==> config.mk <==
export PLATFORM = sky130hd
export DESIGN_NAME = ultrasonic_trig
export DESIGN_NICKNAME = d
export VERILOG_FILES = /design/src/rtl/ultrasonic_pkg.sv /design/src/rtl/sync_2ff.sv /design/src/rtl/ultrasonic_trig.sv
export SDC_FILE = /design/constraint.sdc
export NUM_CORES = 1
export LEC_CHECK = 0
export BUFFER_PORTS_ARGS = -buffer_cell sky130_fd_sc_hd__buf_4
export CAP_MARGIN = 40
export CORE_AREA = 2 2 76 78
export CTS_CLUSTER_SIZE = 40
export DETAILED_ROUTE_END_ITERATION = 8
export DIE_AREA = 0 0 78 80
export PLACE_DENSITY = 0.75
export SYNTH_ARGS = -nofsm -noshare
export SYNTH_HDL_FRONTEND = slang
export SYNTH_SLANG_ARGS = --single-unit
==> constraint.sdc <==
create_clock -name clk -period 2.9 [get_ports clk]
set_clock_uncertainty 0.2 [all_clocks]
set_input_delay 0.29 -clock clk [delete_from_list [all_inputs] [get_ports clk]]
set_output_delay 0.29 -clock clk [all_outputs]
set_load 0.03 [all_outputs]
==> src/rtl/ultrasonic_pkg.sv <==
// ultrasonic_pkg
// Shared definitions for the HC-SR04 ranging blocks on the car:
//   - state_t        : one-hot state encoding of the trigger sequencer
//   - cycles_us/ms   : convert a duration into clock cycles at a given clock rate
//   - CLK_FREQ_HZ    : default system clock, shared with the echo measurement stage
//   - US_PER_CM      : echo round-trip time per centimetre of range
package ultrasonic_pkg;

  localparam int unsigned CLK_FREQ_HZ = 125_000_000;
  localparam int unsigned US_PER_CM   = 58;

  typedef enum logic [4:0] {
    S_IDLE      = 5'b00001,
    S_TRIG      = 5'b00010,
    S_WAIT_RISE = 5'b00100,
    S_WAIT_FALL = 5'b01000,
    S_HOLD      = 5'b10000
  } state_t;

  // The clock rate is divided first so the product stays inside 32 bits
  // for every clock/duration combination used on the car.
  function automatic int unsigned cycles_us(input int unsigned clk_hz,
                                            input int unsigned us);
    return (clk_hz / 32'd1_000_000) * us;
  endfunction

  function automatic int unsigned cycles_ms(input int unsigned clk_hz,
                                            input int unsigned ms);
    return (clk_hz / 32'd1000) * ms;
  endfunction

endpackage

==> src/rtl/sync_2ff.sv <==
// sync_2ff
// Two-flop synchroniser for asynchronous single-bit inputs. Both flops reset
// to 0 so the synchronised level is defined while rst_n is low.
// Ports:
//   clk   - destination clock
//   rst_n - asynchronous active-low reset
//   d     - asynchronous input
//   q     - synchronised output, two clk cycles behind d
module sync_2ff (
  input  logic clk,
  input  logic rst_n,
  input  logic d,
  output logic q
);

  logic meta;

  always_ff @(posedge clk or negedge rst_n) begin
    if (!rst_n) begin
      meta <= 1'b0;
      q    <= 1'b0;
    end else begin
      meta <= d;
      q    <= meta;
    end
  end

endmodule

==> src/rtl/ultrasonic_trig.sv <==
// ultrasonic_trig
// Trigger sequencer for the HC-SR04 ranger. Issues the trigger pulse either
// periodically (en) or on a single request (start), forwards the synchronised
// echo to the width measurement stage and flags completion or timeout.
// Ports:
//   clk     - system clock
//   rst_n   - asynchronous active-low reset
//   en      - periodic ranging enable
//   start   - single-shot request, only looked at in IDLE
//   echo    - raw asynchronous echo pin
//   trig    - registered sensor trigger
//   echo_q  - echo after the 2-flop synchroniser
//   busy    - high whenever the sequencer is not in IDLE
//   done    - one-cycle pulse on the echo falling edge
//   timeout - one-cycle pulse when no echo completed in time
// Build option: define ULTRASONIC_TIMEOUT_EN to build the echo timeout.
// Without it the wait states wait forever and timeout is tied low.
module ultrasonic_trig #(
  parameter int unsigned CLK_FREQ_HZ = ultrasonic_pkg::CLK_FREQ_HZ,
  parameter int unsigned TRIG_US     = 10,
  parameter int unsigned PERIOD_MS   = 60,
  parameter int unsigned TIMEOUT_MS  = 40
) (
  input  logic clk,
  input  logic rst_n,
  input  logic en,
  input  logic start,
  input  logic echo,
  output logic trig,
  output logic echo_q,
  output logic busy,
  output logic done,
  output logic timeout
);

  import ultrasonic_pkg::*;

  localparam int unsigned TRIG_CYC   = cycles_us(CLK_FREQ_HZ, TRIG_US);
  localparam int unsigned PERIOD_CYC = cycles_ms(CLK_FREQ_HZ, PERIOD_MS);
  localparam int unsigned TO_CYC     = cycles_ms(CLK_FREQ_HZ, TIMEOUT_MS);

  localparam int unsigned MAX_CYC =
    (TRIG_CYC > PERIOD_CYC) ? ((TRIG_CYC > TO_CYC) ? TRIG_CYC : TO_CYC)
                            : ((PERIOD_CYC > TO_CYC) ? PERIOD_CYC : TO_CYC);
  localparam int CNT_W = $clog2(MAX_CYC) + 1;

  localparam logic [CNT_W-1:0] TRIG_LAST   = CNT_W'(TRIG_CYC - 1);
  localparam logic [CNT_W-1:0] PERIOD_LAST = CNT_W'(PERIOD_CYC - 1);

  state_t           state;
  state_t           state_nxt;
  logic [CNT_W-1:0] trig_cnt;
  logic [CNT_W-1:0] period_cnt;
  logic             echo_prev;
  logic             armed;
  logic             echo_rise;
  logic             echo_fall;
  logic             done_nxt;
  logic             entering_trig;

  sync_2ff u_echo_sync (
    .clk   (clk),
    .rst_n (rst_n),
    .d     (echo),
    .q     (echo_q)
  );

  // A rise only counts once echo_q has been seen low inside WAIT_RISE, so an
  // echo that is still high from a previous shot cannot start a measurement.
  assign echo_rise     = armed && echo_q;
  assign echo_fall     = echo_prev && !echo_q;
  assign entering_trig = (state_nxt == S_TRIG) && (state != S_TRIG);
  assign busy          = (state != S_IDLE);

`ifdef ULTRASONIC_TIMEOUT_EN
  localparam logic [CNT_W-1:0] TO_LAST = CNT_W'(TO_CYC - 1);

  logic [CNT_W-1:0] to_cnt;
  logic             to_last;
  logic             timeout_nxt;
  logic             in_wait;
  logic             stay_wait;

  assign to_last   = (to_cnt == TO_LAST);
  assign in_wait   = (state == S_WAIT_RISE) || (state == S_WAIT_FALL);
  assign stay_wait = (state_nxt == S_WAIT_RISE) || (state_nxt == S_WAIT_FALL);

  // The timeout window spans both wait states, so it is only cleared when the
  // sequencer leaves the wait states, not on the WAIT_RISE -> WAIT_FALL step.
  always_ff @(posedge clk or negedge rst_n) begin
    if (!rst_n) begin
      to_cnt  <= '0;
      timeout <= 1'b0;
    end else begin
      to_cnt  <= (in_wait && stay_wait) ? to_cnt + 1'b1 : '0;
      timeout <= timeout_nxt;
    end
  end
`else
  assign timeout = 1'b0;
`endif

  always_comb begin
    state_nxt = state;
    done_nxt  = 1'b0;
`ifdef ULTRASONIC_TIMEOUT_EN
    timeout_nxt = 1'b0;
`endif
    case (state)
      S_IDLE: begin
        if (en || start) state_nxt = S_TRIG;
      end
      S_TRIG: begin
        if (trig_cnt == TRIG_LAST) state_nxt = S_WAIT_RISE;
      end
      S_WAIT_RISE: begin
`ifdef ULTRASONIC_TIMEOUT_EN
        if (to_last) begin
          timeout_nxt = 1'b1;
          state_nxt   = S_HOLD;
        end else
`endif
        if (echo_rise) state_nxt = S_WAIT_FALL;
      end
      S_WAIT_FALL: begin
        // A fall on the same cycle the window expires still counts as done.
        if (echo_fall) begin
          done_nxt  = 1'b1;
          state_nxt = S_HOLD;
        end
`ifdef ULTRASONIC_TIMEOUT_EN
        else if (to_last) begin
          timeout_nxt = 1'b1;
          state_nxt   = S_HOLD;
        end
`endif
      end
      S_HOLD: begin
        // Chaining straight into TRIG keeps trig rises exactly PERIOD_CYC
        // apart while en stays high; start is deliberately not honoured here.
        if (period_cnt == PERIOD_LAST) state_nxt = en ? S_TRIG : S_IDLE;
      end
      default: state_nxt = S_IDLE;
    endcase
  end

  always_ff @(posedge clk or negedge rst_n) begin
    if (!rst_n) begin
      state     <= S_IDLE;
      trig      <= 1'b0;
      done      <= 1'b0;
      echo_prev <= 1'b0;
      armed     <= 1'b0;
    end else begin
      state     <= state_nxt;
      trig      <= (state_nxt == S_TRIG);
      done      <= done_nxt;
      echo_prev <= echo_q;
      armed     <= (state == S_WAIT_RISE) && (armed || !echo_q);
    end
  end

  // Pulse-width counter runs only while TRIG continues; period counter
  // measures from trig rise and saturates so HOLD can always release.
  always_ff @(posedge clk or negedge rst_n) begin
    if (!rst_n) begin
      trig_cnt   <= '0;
      period_cnt <= '0;
    end else begin
      trig_cnt <= ((state == S_TRIG) && (state_nxt == S_TRIG)) ? trig_cnt + 1'b1 : '0;
      if ((state == S_IDLE) || entering_trig) begin
        period_cnt <= '0;
      end else if (period_cnt != PERIOD_LAST) begin
        period_cnt <= period_cnt + 1'b1;
      end
    end
  end

endmodule
; ---- Word-level counts from Yosys, hierarchy flattened
; Index checks and enable logic that the tools add are counted.
[op_classes]
n_addsub = 2
n_eq_ne = 11
muxes = 12
reduce_logical = 10
[op_table]
columns = cell, count
row1 = $mux W24, 3
row2 = $add A24 B1 Y24 const B, 2
row3 = $mux W5, 5
row4 = $pmux W5 S5, 1
row5 = $eq A24 B11 Y1 const B, 1
row6 = $eq A24 B23 Y1 const B, 1
row7 = $ne A24 B23 Y1 const B, 1
row8 = $eq A5 B2 Y1 const B, 2
row9 = $eq A5 B1 Y1 const B, 1
row10 = $eq A5 B3 Y1 const B, 1
row11 = $eq A5 B4 Y1 const B, 1
row12 = $eq A5 B5 Y1 const B, 1
row13 = $logic_and A1 B1 Y1, 5
row14 = $ne A5 B1 Y1 const B, 1
row15 = $ne A5 B2 Y1 const B, 1
row16 = $logic_or A1 B1 Y1, 3
row17 = $mux W1, 2
row18 = $mux W2, 1
row19 = $reduce_bool A2 Y1, 1
row20 = $logic_not A1 Y1, 1
[word_totals]
ff_bits = 59
inputBits = 5
output_inout_bits = 5
elab_cells = 44

; ---- Logic depth before layout (Yosys ltp)
; Gate-level depths: netlist of run 1.
[logic_depth]
depth_word = 8
mapped_depth = 7
depth_no_buf = 6

; ---- Modules after synthesis
; Synthesis of run 1 repeated with hierarchy kept, for this count alone.
[hier_totals]
hier_cells = 308
hier_area_um2 = 2946.6
[modules_own_cells]
columns = mod, n_inst, cells_each, area_per_inst_um2
row1 = ultrasonic_trig, 1, 306, 2896.5
row2 = sync_2ff, 1, 2, 50.0

; ---- Worst setup path before layout of run 1
; Ideal clock, no wire load.
[synth_timing]
path_kind = register to register
from = register period_cnt[10]
to = register period_cnt[10]
setup_ns = 0.136
arrival_ns = 2.003
setup_slack_ns = 0.561
stages_incl_launch_ff = 6
cell_sequence = dfrtp_1 -> or4_1 -> or4_4 -> nor4_4 -> buf_6 -> nor3_1
[synth_via]
elab_chain_cells = 7
word_cells_on_any_way = 11
cone_classes = add/sub (1) / eq/ne (3) / mux (4) / reduce/logical (3)
[synth_lines]
columns = item, line_no
row1 = "start, declared", ultrasonic_trig.sv:53  ; logic [CNT_W-1:0] period_cnt;
row2 = "start signal, assigned", ultrasonic_trig.sv:174  ; period_cnt <= period_cnt + 1'b1;
row3 = $eq A24 B23 Y1, ultrasonic_trig.sv:141  ; if (period_cnt == PERIOD_LAST) state_nxt = en ? S_TRIG : S_IDLE;
row4 = $mux W5, ultrasonic_trig.sv:141
row5 = $pmux W5 S5, ultrasonic_trig.sv:109  ; case (state)
row6 = $eq A5 B2 Y1, ultrasonic_trig.sv:72  ; assign entering_trig = (state_nxt == S_TRIG) && (state != S_TRIG);
row7 = $logic_and A1 B1 Y1, ultrasonic_trig.sv:72
row8 = $logic_or A1 B1 Y1, ultrasonic_trig.sv:171  ; if ((state == S_IDLE) || entering_trig) begin
row9 = $mux W24 or $reduce_bool A2 Y1 (tied branches), --
; Parallel ways exist; a longest one is shown, timed or not. The select of a mux whose other input is x is not followed.
; A chain may end at the register's enable or synchronous reset.

; ---- Worst setup path in the final report of run 1
[layout_timing]
from = register period_cnt[16]
to = register period_cnt[17]
; Same word-level chain as after synthesis.

==> impl_metrics.env, run 1 <==
export IMPL_outcome="finished clean"
export IMPL_root_buffer="sky130_fd_sc_hd__clkbuf_8"
export IMPL_postSynthCellCount=329
export IMPL_clock_insertion_delay_worst_skew_ns=0.33
export IMPL_grt_setup_unrepaired="false"
export IMPL_worstPathMaxFanout=15
export IMPL_stdcell_area_mm2=0.00349
export IMPL_critical_path_n_buffers_inverters=1
export IMPL_tritoncts_clock_tree="yes"
export IMPL_area_growth_synth_to_final_pct=11.0
export IMPL_cap_viol_max_count=0
export IMPL_post_route_setup_slack_ns=0.487
export IMPL_finalPower_mw=2.01
export IMPL_timing_setup_critical_path_class="register to register"
export IMPL_synthesis_area_mm2=0.00314
export IMPL_clock_sinks=59
export IMPL_critical_path_top_delay_family="simple AND/OR/NAND/NOR gates"
export IMPL_tightestPinTransition_ns=0.710
export IMPL_grt_util_met3_pct=6.00
export IMPL_wire_length_of_the_first_global_routing_pass_um=11100
export IMPL_post_route_period_util_pct=83.2
export IMPL_layout_common_cells="sky130_fd_sc_hd__dfrtp_1 (58), sky130_fd_sc_hd__nor2_1 (21), sky130_fd_sc_hd__nor3_1 (19), sky130_fd_sc_hd__nand3_1 (19)"
export IMPL_globalplace_congestion=0.846
export IMPL_whs_endpoint="state[0]$_DFF_PN1_"
export IMPL_drt_antenna_violating_nets=0
export IMPL_timing_max_transition_violations_final=0
export IMPL_grt_start_max_net_pins=60
export IMPL_yosysUniqueCellTypes=45
export IMPL_postCtsResizedCells=0
export IMPL_design_die_area_mm2=0.00624
export IMPL_ffs_w_async_s_r_synth_pct=100
export IMPL_max_slew_margin_pct=52.7
export IMPL_layout_min_cycle_time_ns=2.41
export IMPL_global_route_usage_met1_pct=29.0
export IMPL_postSynthAreaPerCell_um2=9.55
export IMPL_cp_arrival_ns=2.42
export IMPL_buffer_ports_inserted=8
export IMPL_number_of_detailed_route_iterations_in_the_first_pass=4
export IMPL_critPathCaptureType="register"
export IMPL_wl_per_cell_um=15.3
export IMPL_number_of_antenna_violations_at_the_first_check_in_global_routing=0
export IMPL_num_fill_cells=483
export IMPL_instances_no_fill=421
export IMPL_setup_reg_to_reg_worst_slack_ns=0.49
export IMPL_layout_cells_most_common="sky130_fd_sc_hd__dfrtp_1"
export IMPL_design_portCount=10
export IMPL_postSynthNetCount=337
export IMPL_ys_seq_area_share_pct=47.0
export IMPL_first_global_vias=2443
export IMPL_max_freq_ghz=0.414
export IMPL_setup_viol=0
export IMPL_critical_path_max_stage_delay_ns=0.62
export IMPL_r2r_cells=5
export IMPL_core_area_mm2=0.00541
export IMPL_crit_reg2reg_capture="period_cnt[17]$_DFFE_PN0P_"
export IMPL_clock_tree_buffer_depth=2
export IMPL_synth_yosys_warnings=0
export IMPL_critical_path_cell_chain="or4b_1 -> or3_1 -> nor4_4 -> buf_4 -> a211oi_1"
export IMPL_initial_utilization_pct=58.1
export IMPL_fin_worst_hold_slack_ns=0.0660
export IMPL_die_extent_in_x_um=78
export IMPL_start_kind="register"
export IMPL_cell_total_after_placement=403
export IMPL_min_from="en"
export IMPL_cts_buffers_inserted=9
export IMPL_wl_um=6460
export IMPL_power_ir_vdd_worst_mv=0.382
export IMPL_worstReg2RegStart="period_cnt[16]$_DFFE_PN0P_"
export IMPL_clk_pin_slew_ns=0.06
export IMPL_routed_via_count=2580
export IMPL_area_after_dpl_mm2=0.00328
export IMPL_postSynth_topFlopCell="sky130_fd_sc_hd__dfrtp_1"
export IMPL_die_y_um=80
export IMPL_post_route_util_pct=64.6
export IMPL_ys_seq_elements=59
export IMPL_grt_busiest_layer="met2"
export IMPL_overflow=0
export IMPL_drt_first_iter_violations=156
export IMPL_worst_ep_required_time_ns=2.90
export IMPL_power_per_cell_area_mw_per_mm2=577
export IMPL_synth_edff_count=0
export IMPL_cts_repair_timing_setup_buffer_count=0
export IMPL_row_count=27
export IMPL_grt_util_met2_pct=37.4
export IMPL_layout_cell_share_with_drive_strength_beyond_1_pct=12.3
export IMPL_antenna_cells=0
export IMPL_pre_cts_slack_ns=0.514
export IMPL_p_leak_nw=1.32
export IMPL_critical_path_slowest_cell="sky130_fd_sc_hd__or4b_1"
export IMPL_drc_errors=0
export IMPL_fin_setup_tns_ns=0
export IMPL_dp_hpwl_um=4370
export IMPL_viasPerCell=6.13
export IMPL_worst_min_delay_path_category="input port to register"
export IMPL_hold_viol_final=0
export IMPL_cts_htree_levels=3
export IMPL_min_delay_path_depth=3
export IMPL_cts_hold_buffers_added=2
export IMPL_grt_use_total_pct=23.0
export IMPL_num_nets_final=352
-- registers in the layout (all words and copies together), names as in the netlist --
register and cells:
trig 1, done 1, period_cnt 24, u_echo_sync.meta 1, u_echo_sync.q 1, echo_prev 1, state 5, trig_cnt 24
armed 1
-- area by class of cell --
| cell class | instances | area [um2] | area share [%] |
|---|---|---|---|
| multi-input combinational | 245 | 1550 | 44.4 |
| sequential | 59 | 1480 | 42.3 |
| clock buffer | 15 | 186 | 5.34 |
| timing repair buffer | 18 | 140 | 4.02 |
| tap | 72 | 90.1 | 2.58 |
| inverter | 11 | 41.3 | 1.18 |
| clock inverter | 1 | 5.00 | 0.143 |
-- synth_stat cells (2+ instances only) --
master | n | share of area, %
sky130_fd_sc_hd__and2_1 | 4 | 0.80
sky130_fd_sc_hd__nand4_1 | 14 | 2.8
sky130_fd_sc_hd__or2_2 | 4 | 0.80
sky130_fd_sc_hd__or4_1 | 15 | 3.6
sky130_fd_sc_hd__nand2b_1 | 2 | 0.40
sky130_fd_sc_hd__xor2_1 | 6 | 1.7
sky130_fd_sc_hd__nor4b_1 | 2 | 0.56
sky130_fd_sc_hd__dfrtp_1 | 58 | 46
sky130_fd_sc_hd__and3_1 | 5 | 1.0
sky130_fd_sc_hd__o31ai_1 | 14 | 3.3
sky130_fd_sc_hd__nor2_1 | 21 | 2.5
sky130_fd_sc_hd__a21oi_1 | 17 | 2.7
sky130_fd_sc_hd__or4_4 | 2 | 0.72
sky130_fd_sc_hd__a211oi_1 | 13 | 3.1
sky130_fd_sc_hd__o21ai_0 | 12 | 1.9
sky130_fd_sc_hd__ha_1 | 3 | 1.2
sky130_fd_sc_hd__nand2_1 | 17 | 2.0
sky130_fd_sc_hd__nor4_1 | 9 | 1.8
sky130_fd_sc_hd__inv_1 | 11 | 1.3
sky130_fd_sc_hd__or3_1 | 11 | 2.2
sky130_fd_sc_hd__or3b_2 | 2 | 0.56
sky130_fd_sc_hd__nand3_1 | 19 | 3.0
sky130_fd_sc_hd__xnor2_1 | 12 | 3.3
sky130_fd_sc_hd__nor2b_1 | 5 | 1.0
sky130_fd_sc_hd__o21a_1 | 2 | 0.48
sky130_fd_sc_hd__clkbuf_1 | 10 | 1.2
sky130_fd_sc_hd__nor3_1 | 19 | 3.0
sky130_fd_sc_hd__buf_6 | 3 | 1.1
-- tightest hold or removal path, cell delays in order --
cell	delay, ns
sky130_fd_sc_hd__buf_4	0.10
sky130_fd_sc_hd__inv_1	0.07
sky130_fd_sc_hd__o2bb2ai_1	0.13
-- worst max path at each step --
| stage | startpoint | endpoint | slack [ns] | cells after the start |
|---|---|---|---|---|
| final | period_cnt[16]$_DFFE_PN0P_ | period_cnt[17]$_DFFE_PN0P_ | 0.49 | 5 |
| after global routing | state[0]$_DFF_PN1_ | busy | 0.32 | 4 |
| after CTS | state[0]$_DFF_PN1_ | busy | 0.45 | 4 |
| after detailed placement | period_cnt[16]$_DFFE_PN0P_ | period_cnt[13]$_DFFE_PN0P_ | 0.51 | 5 |
| after global placement | period_cnt[16]$_DFFE_PN0P_ | period_cnt[13]$_DFFE_PN0P_ | 0.53 | 5 |
| after floorplan | period_cnt[10]$_DFFE_PN0P_ | period_cnt[10]$_DFFE_PN0P_ | 0.56 | 5 |
-- power breakdown --
group / switching [mW] / internal, mW / leakage (nW)
logic: 0.243 / 0.134 / 0.410
registers: 0.0530 / 0.880 / 0.806
clock network: 0.302 / 0.403 / 0.0997
-- logic make-up after synthesis --
kind of cell	after synthesis	share of synthesized area, %
AOI/OAI and AO/OA	66	13.8
xor gates and xnor gates	18	5.02
adders and majority gates	3	1.19
buffers and inverters	25	3.82
DFF	59	47.0
other	1	0.119
and+or+nand+nor	157	29.1
-- routing by layer --
metal / part of all wire, % / vias to the layer above / wire [um]
met5: 0 / - / 0
li1: - / 1280 / -
met3: 4.3 / 6 / 281
met2: 49 / 53 / 3200
met4: 1.0 / 0 / 67
met1: 45 / 1241 / 2920
(Power assumes the default switching activity.)
==> run 2, diff against run 1 <==
- ABC_AREA: default -> 1
- CORE_AREA: 2 2 76 78 -> 2 2 78 80
- DIE_AREA: 0 0 78 80 -> 0 0 80 82
- PLACE_DENSITY: 0.75 -> 0.76
- clock period: 2.9 -> 2.45 ns (I/O delays scaled with it)
==> impl_metrics.env, run 2 <==
export IMPL_critical_path_slowest_cell="sky130_fd_sc_hd__dlygate4sd3_1"
export IMPL_grt_start_max_net_pins=60
export IMPL_globalplace_congestion=0.947
export IMPL_synth_adder_area_share_pct=1.13
export IMPL_synth_yosys_warnings=0
export IMPL_core_area_mm2=0.00575
export IMPL_crit_reg2reg_capture="state[0]$_DFF_PN1_"
export IMPL_worst_ep_required_time_ns=2.53
export IMPL_cts_htree_levels=3
export IMPL_number_of_antenna_violations_at_the_first_check_in_global_routing=0
export IMPL_timing_max_transition_violations_final=0
export IMPL_whs_endpoint="u_echo_sync.q$_DFF_PN0_"
export IMPL_design_die_area_mm2=0.00656
export IMPL_postSynth_topFlopCell="sky130_fd_sc_hd__dfrtp_1"
export IMPL_critPathCaptureType="register"
export IMPL_min_delay_path_depth=0
export IMPL_synth_simple_gate_area_share_pct=38.7
export IMPL_worstPathMaxFanout=5
export IMPL_layout_cell_share_with_drive_strength_beyond_1_pct=6.90
export IMPL_r2r_cells=8
export IMPL_postCtsResizedCells=0
export IMPL_critical_path_cell_chain="ha_1 -> nand3_1 -> nor2_1 -> nand3_1 -> nor2_1 -> nand2_1 -> nand3_1 -> dlygate4sd3_1"
export IMPL_ys_seq_elements=59
export IMPL_max_slew_margin_pct=51.9
export IMPL_timing_setup_critical_path_class="register to register"
export IMPL_area_growth_synth_to_final_pct=11.6
export IMPL_layout_cells_most_common="sky130_fd_sc_hd__nor2_1"
export IMPL_row_count=28
export IMPL_cap_viol_max_count=0
export IMPL_wl_per_cell_um=12.7
export IMPL_root_buffer="sky130_fd_sc_hd__clkbuf_8"
export IMPL_initial_utilization_pct=58.0
export IMPL_cp_arrival_ns=2.37
export IMPL_power_ir_vdd_worst_mv=0.547
export IMPL_max_freq_ghz=0.437
export IMPL_largest_registers="period_cnt x24, trig_cnt x24, state x5"
export IMPL_yosysTopAreaCellShare_pct=43.5
export IMPL_synth_top_cells_by_area="sky130_fd_sc_hd__dfrtp_1 (44%), sky130_fd_sc_hd__nor2_1 (15%), sky130_fd_sc_hd__nand2_1 (14%)"
export IMPL_dp_hpwl_um=5010
export IMPL_layout_common_cells="sky130_fd_sc_hd__nor2_1 (132), sky130_fd_sc_hd__nand2_1 (127), sky130_fd_sc_hd__dfrtp_1 (58)"
export IMPL_synthMostInstantiatedCell="sky130_fd_sc_hd__nor2_1"
export IMPL_overflow=0
export IMPL_cts_hold_buffers_added=6
export IMPL_routed_via_count=2951
export IMPL_worst_min_delay_path_category="register to register"
export IMPL_viasPerCell=5.20
export IMPL_synth_top_family_by_area="simple AND/OR/NAND/NOR gates"
export IMPL_pre_cts_slack_ns=0.352
export IMPL_clock_sinks=59
export IMPL_num_nets_final=496
export IMPL_area_after_dpl_mm2=0.00345
export IMPL_stdcell_area_mm2=0.00372
export IMPL_tightestPinTransition_ns=0.722
export IMPL_hold_viol_final=0
export IMPL_yosysUniqueCellTypes=26
export IMPL_synth_mux_area_fraction_pct=0
export IMPL_grt_setup_unrepaired="false"
export IMPL_layout_min_cycle_time_ns=2.29
export IMPL_die_extent_in_x_um=80
export IMPL_p_leak_nw=1.57
export IMPL_clock_tree_buffer_depth=2
export IMPL_finalPower_mw=2.48
export IMPL_antenna_cells=0
export IMPL_grt_use_total_pct=24.4
export IMPL_ffs_w_async_s_r_synth_pct=100
export IMPL_critical_path_n_buffers_inverters=1
export IMPL_min_from="u_echo_sync.meta$_DFF_PN0_"
export IMPL_start_kind="register"
export IMPL_buffer_ports_inserted=8
export IMPL_synth_largest_area_cell="sky130_fd_sc_hd__dfrtp_1"
export IMPL_synthesis_area_mm2=0.00333
export IMPL_fin_setup_tns_ns=0
export IMPL_drc_errors=0
export IMPL_clock_insertion_delay_worst_skew_ns=0.34
export IMPL_ys_seq_area_share_pct=44.3
export IMPL_design_portCount=10
export IMPL_instances_no_fill=568
export IMPL_postSynthNetCount=475
export IMPL_postSynthAreaPerCell_um2=7.14
export IMPL_worstReg2RegStart="period_cnt[0]$_DFFE_PN0P_"
export IMPL_cts_repair_timing_setup_buffer_count=0
export IMPL_cpMostUsedCell="sky130_fd_sc_hd__nand3_1"
export IMPL_postSynthCellCount=467
export IMPL_first_global_vias=2796
export IMPL_worstSetupPathDepth=8
export IMPL_drt_antenna_violating_nets=0
export IMPL_critical_path_max_stage_delay_ns=0.55
export IMPL_drt_first_iter_violations=153
export IMPL_wl_um=7200
export IMPL_post_route_setup_slack_ns=0.160
export IMPL_die_y_um=82
export IMPL_cts_buffers_inserted=9
export IMPL_clk_pin_slew_ns=0.07
export IMPL_synth_compound_area_share_pct=1.76
export IMPL_tritoncts_clock_tree="yes"
export IMPL_setup_viol=0
export IMPL_outcome="finished clean"
export IMPL_setup_reg_to_reg_worst_slack_ns=0.16
export IMPL_cell_total_after_placement=546
export IMPL_number_of_detailed_route_iterations_in_the_first_pass=5
export IMPL_synth_edff_count=0
export IMPL_post_route_period_util_pct=93.5
export IMPL_critical_path_top_delay_family="simple AND/OR/NAND/NOR gates"
export IMPL_wire_length_of_the_first_global_routing_pass_um=12200
export IMPL_synth_xor_area_share_pct=7.36
export IMPL_synth_common_cells="sky130_fd_sc_hd__nor2_1 (132), sky130_fd_sc_hd__nand2_1 (127), sky130_fd_sc_hd__dfrtp_1 (58)"
export IMPL_power_per_cell_area_mw_per_mm2=668
## run 2: cell types whose count changed after synthesis, sizes merged, moves of 9 or more
cell / delta
inv: +37
nand2: +111
a211oi: -13
xor2: +11
nor4: -10
o31ai: -14
a21oi: -16
nor3: -10
nand3: +12
or4: -17
clkbuf: -10
nor2: +114
or3: -11
o21ai: -9
## run 2: through the flow
stage                     utilization, %  hold WS [ns]
after CTS                           64.7         0.161
after detailed placement            60.1         0.146
after global routing                64.7         0.177
final                               64.7         0.160
after floorplan                        -        -0.251
after global placement              60.1         0.142
## run 2: area by class of cell
type / instances / area [um2]
timing repair buffer: 15 / 128
sequential: 59 / 1480
inverter: 48 / 180
clock inverter: 4 / 48.8
multi-input combinational: 355 / 1640
tap: 75 / 93.8
fill: 494 / 2030
clock buffer: 12 / 155
## run 2: logic make-up after synthesis
group | Yosys count
other cells | 1
flops | 59
buf+inv | 53
compound gates | 8
fa+ha+maj | 3
xor+xnor | 28
simple gates | 315
## run 2: layer usage
metal,track usage (%),share of wire [%],wire length (um)
met1,28.1,43,3070
met2,40.4,48,3460
met3,7.14,5.3,384
met4,14.7,3.9,284
met5,0,0,0
## run 2: where the power goes
| group | leakage (nW) | switching, mW | internal, mW |
|---|---|---|---|
| sequential | 0.806 | 0.0631 | 1.04 |
| combinational | 0.655 | 0.313 | 0.162 |
| clock | 0.106 | 0.378 | 0.524 |
| total | 1.57 | 0.754 | 1.73 |
## run 2: worst max-delay path by stage
stage	endpoint	start	slack, ns
detailed placement	period_cnt[17]$_DFFE_PN0P_	period_cnt[0]$_DFFE_PN0P_	0.35
finish	state[0]$_DFF_PN1_	period_cnt[0]$_DFFE_PN0P_	0.16
floorplan	period_cnt[10]$_DFFE_PN0P_	state[3]$_DFF_PN0_	0.68
global route	state[0]$_DFF_PN1_	period_cnt[0]$_DFFE_PN0P_	0.08
global placement	period_cnt[9]$_DFFE_PN0P_	period_cnt[0]$_DFFE_PN0P_	0.45
CTS	state[0]$_DFF_PN1_	period_cnt[0]$_DFFE_PN0P_	0.21
## run 2: worst register-to-register path, stage by stage, from the launching register on
cell and delay (ns):
sky130_fd_sc_hd__dfrtp_1 0.41, sky130_fd_sc_hd__ha_1 0.25, sky130_fd_sc_hd__nand3_1 0.15, sky130_fd_sc_hd__nor2_1 0.15
sky130_fd_sc_hd__nand3_1 0.19, sky130_fd_sc_hd__nor2_1 0.20, sky130_fd_sc_hd__nand2_1 0.07, sky130_fd_sc_hd__nand3_1 0.07
sky130_fd_sc_hd__dlygate4sd3_1 0.55
==> run 3, diff against run 2 <==
- PLACE_DENSITY: 0.76 -> 0.88
==> impl_metrics.env, run 3 (synthesis results as in run 2) <==
export IMPL_outcome="finished clean"
export IMPL_worst_ep_required_time_ns=2.53
export IMPL_worstReg2RegStart="period_cnt[0]$_DFFE_PN0P_"
export IMPL_min_from="u_echo_sync.meta$_DFF_PN0_"
export IMPL_layout_common_cells="sky130_fd_sc_hd__nor2_1 (132), sky130_fd_sc_hd__nand2_1 (127), sky130_fd_sc_hd__dfrtp_1 (58)"
export IMPL_start_kind="register"
export IMPL_layout_min_cycle_time_ns=2.27
export IMPL_grt_setup_unrepaired="false"
export IMPL_tightestPinTransition_ns=0.707
export IMPL_setup_viol=0
export IMPL_power_ir_vdd_worst_mv=0.519
export IMPL_drt_first_iter_violations=179
export IMPL_wl_um=6880
export IMPL_globalplace_congestion=0.949
export IMPL_buffer_ports_inserted=8
export IMPL_cp_arrival_ns=2.35
export IMPL_critPathCaptureType="register"
export IMPL_tritoncts_clock_tree="yes"
export IMPL_largest_registers="period_cnt x24, trig_cnt x24, state x5"
export IMPL_design_portCount=10
export IMPL_overflow=0
export IMPL_layout_cell_share_with_drive_strength_beyond_1_pct=7.11
export IMPL_number_of_antenna_violations_at_the_first_check_in_global_routing=0
export IMPL_grt_use_total_pct=23.5
export IMPL_finalPower_mw=2.34
export IMPL_num_nets_final=495
export IMPL_first_global_vias=2782
export IMPL_setup_reg_to_reg_worst_slack_ns=0.18
export IMPL_wl_per_cell_um=12.1
export IMPL_antenna_cells=0
export IMPL_cts_buffers_inserted=9
export IMPL_power_per_cell_area_mw_per_mm2=636
export IMPL_fin_worst_hold_slack_ns=0.168
export IMPL_wire_length_of_the_first_global_routing_pass_um=11900
export IMPL_routed_via_count=2905
export IMPL_die_extent_in_x_um=80
export IMPL_timing_setup_critical_path_class="register to register"
export IMPL_drc_errors=0
export IMPL_grt_start_max_net_pins=60
export IMPL_cts_htree_levels=3
export IMPL_pre_cts_slack_ns=0.370
export IMPL_worstPathMaxFanout=5
export IMPL_layout_cells_most_common="sky130_fd_sc_hd__nor2_1"
export IMPL_max_freq_ghz=0.441
export IMPL_clock_tree_buffer_depth=2
export IMPL_dp_hpwl_um=4900
export IMPL_cap_viol_max_count=0
export IMPL_area_growth_synth_to_final_pct=10.5
export IMPL_clock_insertion_delay_worst_skew_ns=0.34
export IMPL_post_route_period_util_pct=92.6
export IMPL_number_of_detailed_route_iterations_in_the_first_pass=5
export IMPL_max_slew_margin_pct=52.9
export IMPL_p_leak_nw=1.54
export IMPL_critical_path_startpoint="period_cnt[0]$_DFFE_PN0P_"
export IMPL_die_y_um=82
export IMPL_fin_setup_tns_ns=0
export IMPL_row_count=28
export IMPL_worst_min_delay_path_category="register to register"
export IMPL_core_area_mm2=0.00575
export IMPL_drt_antenna_violating_nets=0
export IMPL_stdcell_area_mm2=0.00368
export IMPL_clock_sinks=59
export IMPL_timing_max_transition_violations_final=0
export IMPL_initial_utilization_pct=58.0
export IMPL_post_route_setup_slack_ns=0.182
export IMPL_design_die_area_mm2=0.00656
export IMPL_viasPerCell=5.12
export IMPL_area_after_dpl_mm2=0.00345
export IMPL_root_buffer="sky130_fd_sc_hd__clkbuf_8"
export IMPL_hold_viol_final=0
export IMPL_clk_pin_slew_ns=0.07
-- run 3: changes by cell type in the layout (fill, tap and decap cells not counted) --
cell / previous run / this run
sky130_fd_sc_hd__dlygate4sd3_1: 6 / 5
sky130_fd_sc_hd__clkbuf_8: 11 / 10
sky130_fd_sc_hd__clkinvlp_4: 0 / 3
sky130_fd_sc_hd__clkbuf_1: 1 / 0
sky130_fd_sc_hd__bufinv_16: 1 / 0
-- run 3: area by class of cell --
cell class / count / area [um2]
timing repair buffer: 14 / 118
tap: 75 / 93.8
clock buffer: 10 / 138
clock inverter: 6 / 41.3
inverter: 48 / 180
fill: 496 / 2060
sequential: 59 / 1480
multi-input combinational: 355 / 1640
-- run 3: worst paths after layout --
kind,endpoint,cells past startpoint
max,state[0]$_DFF_PN1_,8
min,u_echo_sync.q$_DFF_PN0_,0
max reg2reg,state[0]$_DFF_PN1_,8
min reg2reg,u_echo_sync.q$_DFF_PN0_,0
max in group asynchronous,period_cnt[14]$_DFFE_PN0P_,2
min in group asynchronous,trig_cnt[18]$_DFF_PN0_,2
-- run 3: power by group --
part | leakage, nW | internal [mW] | total [mW] | switching [mW]
clock network | 0.0843 | 0.391 | 0.777 | 0.386
registers | 0.806 | 1.04 | 1.10 | 0.0556
logic | 0.649 | 0.159 | 0.465 | 0.306
total | 1.54 | 1.59 | 2.34 | 0.748
-- run 3: critical path: stages (launching register included) --
cell	delay [ns]
sky130_fd_sc_hd__dfrtp_1	0.39
sky130_fd_sc_hd__ha_1	0.23
sky130_fd_sc_hd__nand3_1	0.16
sky130_fd_sc_hd__nor2_1	0.13
sky130_fd_sc_hd__nand3_1	0.18
sky130_fd_sc_hd__nor2_1	0.20
sky130_fd_sc_hd__nand2_1	0.08
sky130_fd_sc_hd__nand3_1	0.07
sky130_fd_sc_hd__dlygate4sd3_1	0.56
-- run 3: repair_timing --
item | 4_1_cts | 5_1_grt
endpoints found under the hold margin | 62 | 0
buffers inserted | 0 | 0
endpoints found under the setup margin | 0 | 0
hold buffers | 5 | 0
resized for setup | 0 | 0
-- run 3: per-layer routing --
layer,GRT usage [%],vias up,share of wire (%)
li1,-,1468,-
met1,27.8,1346,44
met2,40.6,75,50
met3,6.37,16,4.0
met4,10.0,0,1.9
met5,0,-,0
-- run 3: stage by stage --
| stage | cells | util (%) |
|---|---|---|
| detailed placement | 546 | 60.1 |
| CTS | 567 | 64.1 |
| global placement | 546 | 60.1 |
| floorplan | 467 | - |
| global route | 567 | 64.1 |
| finish | 567 | 64.1 |
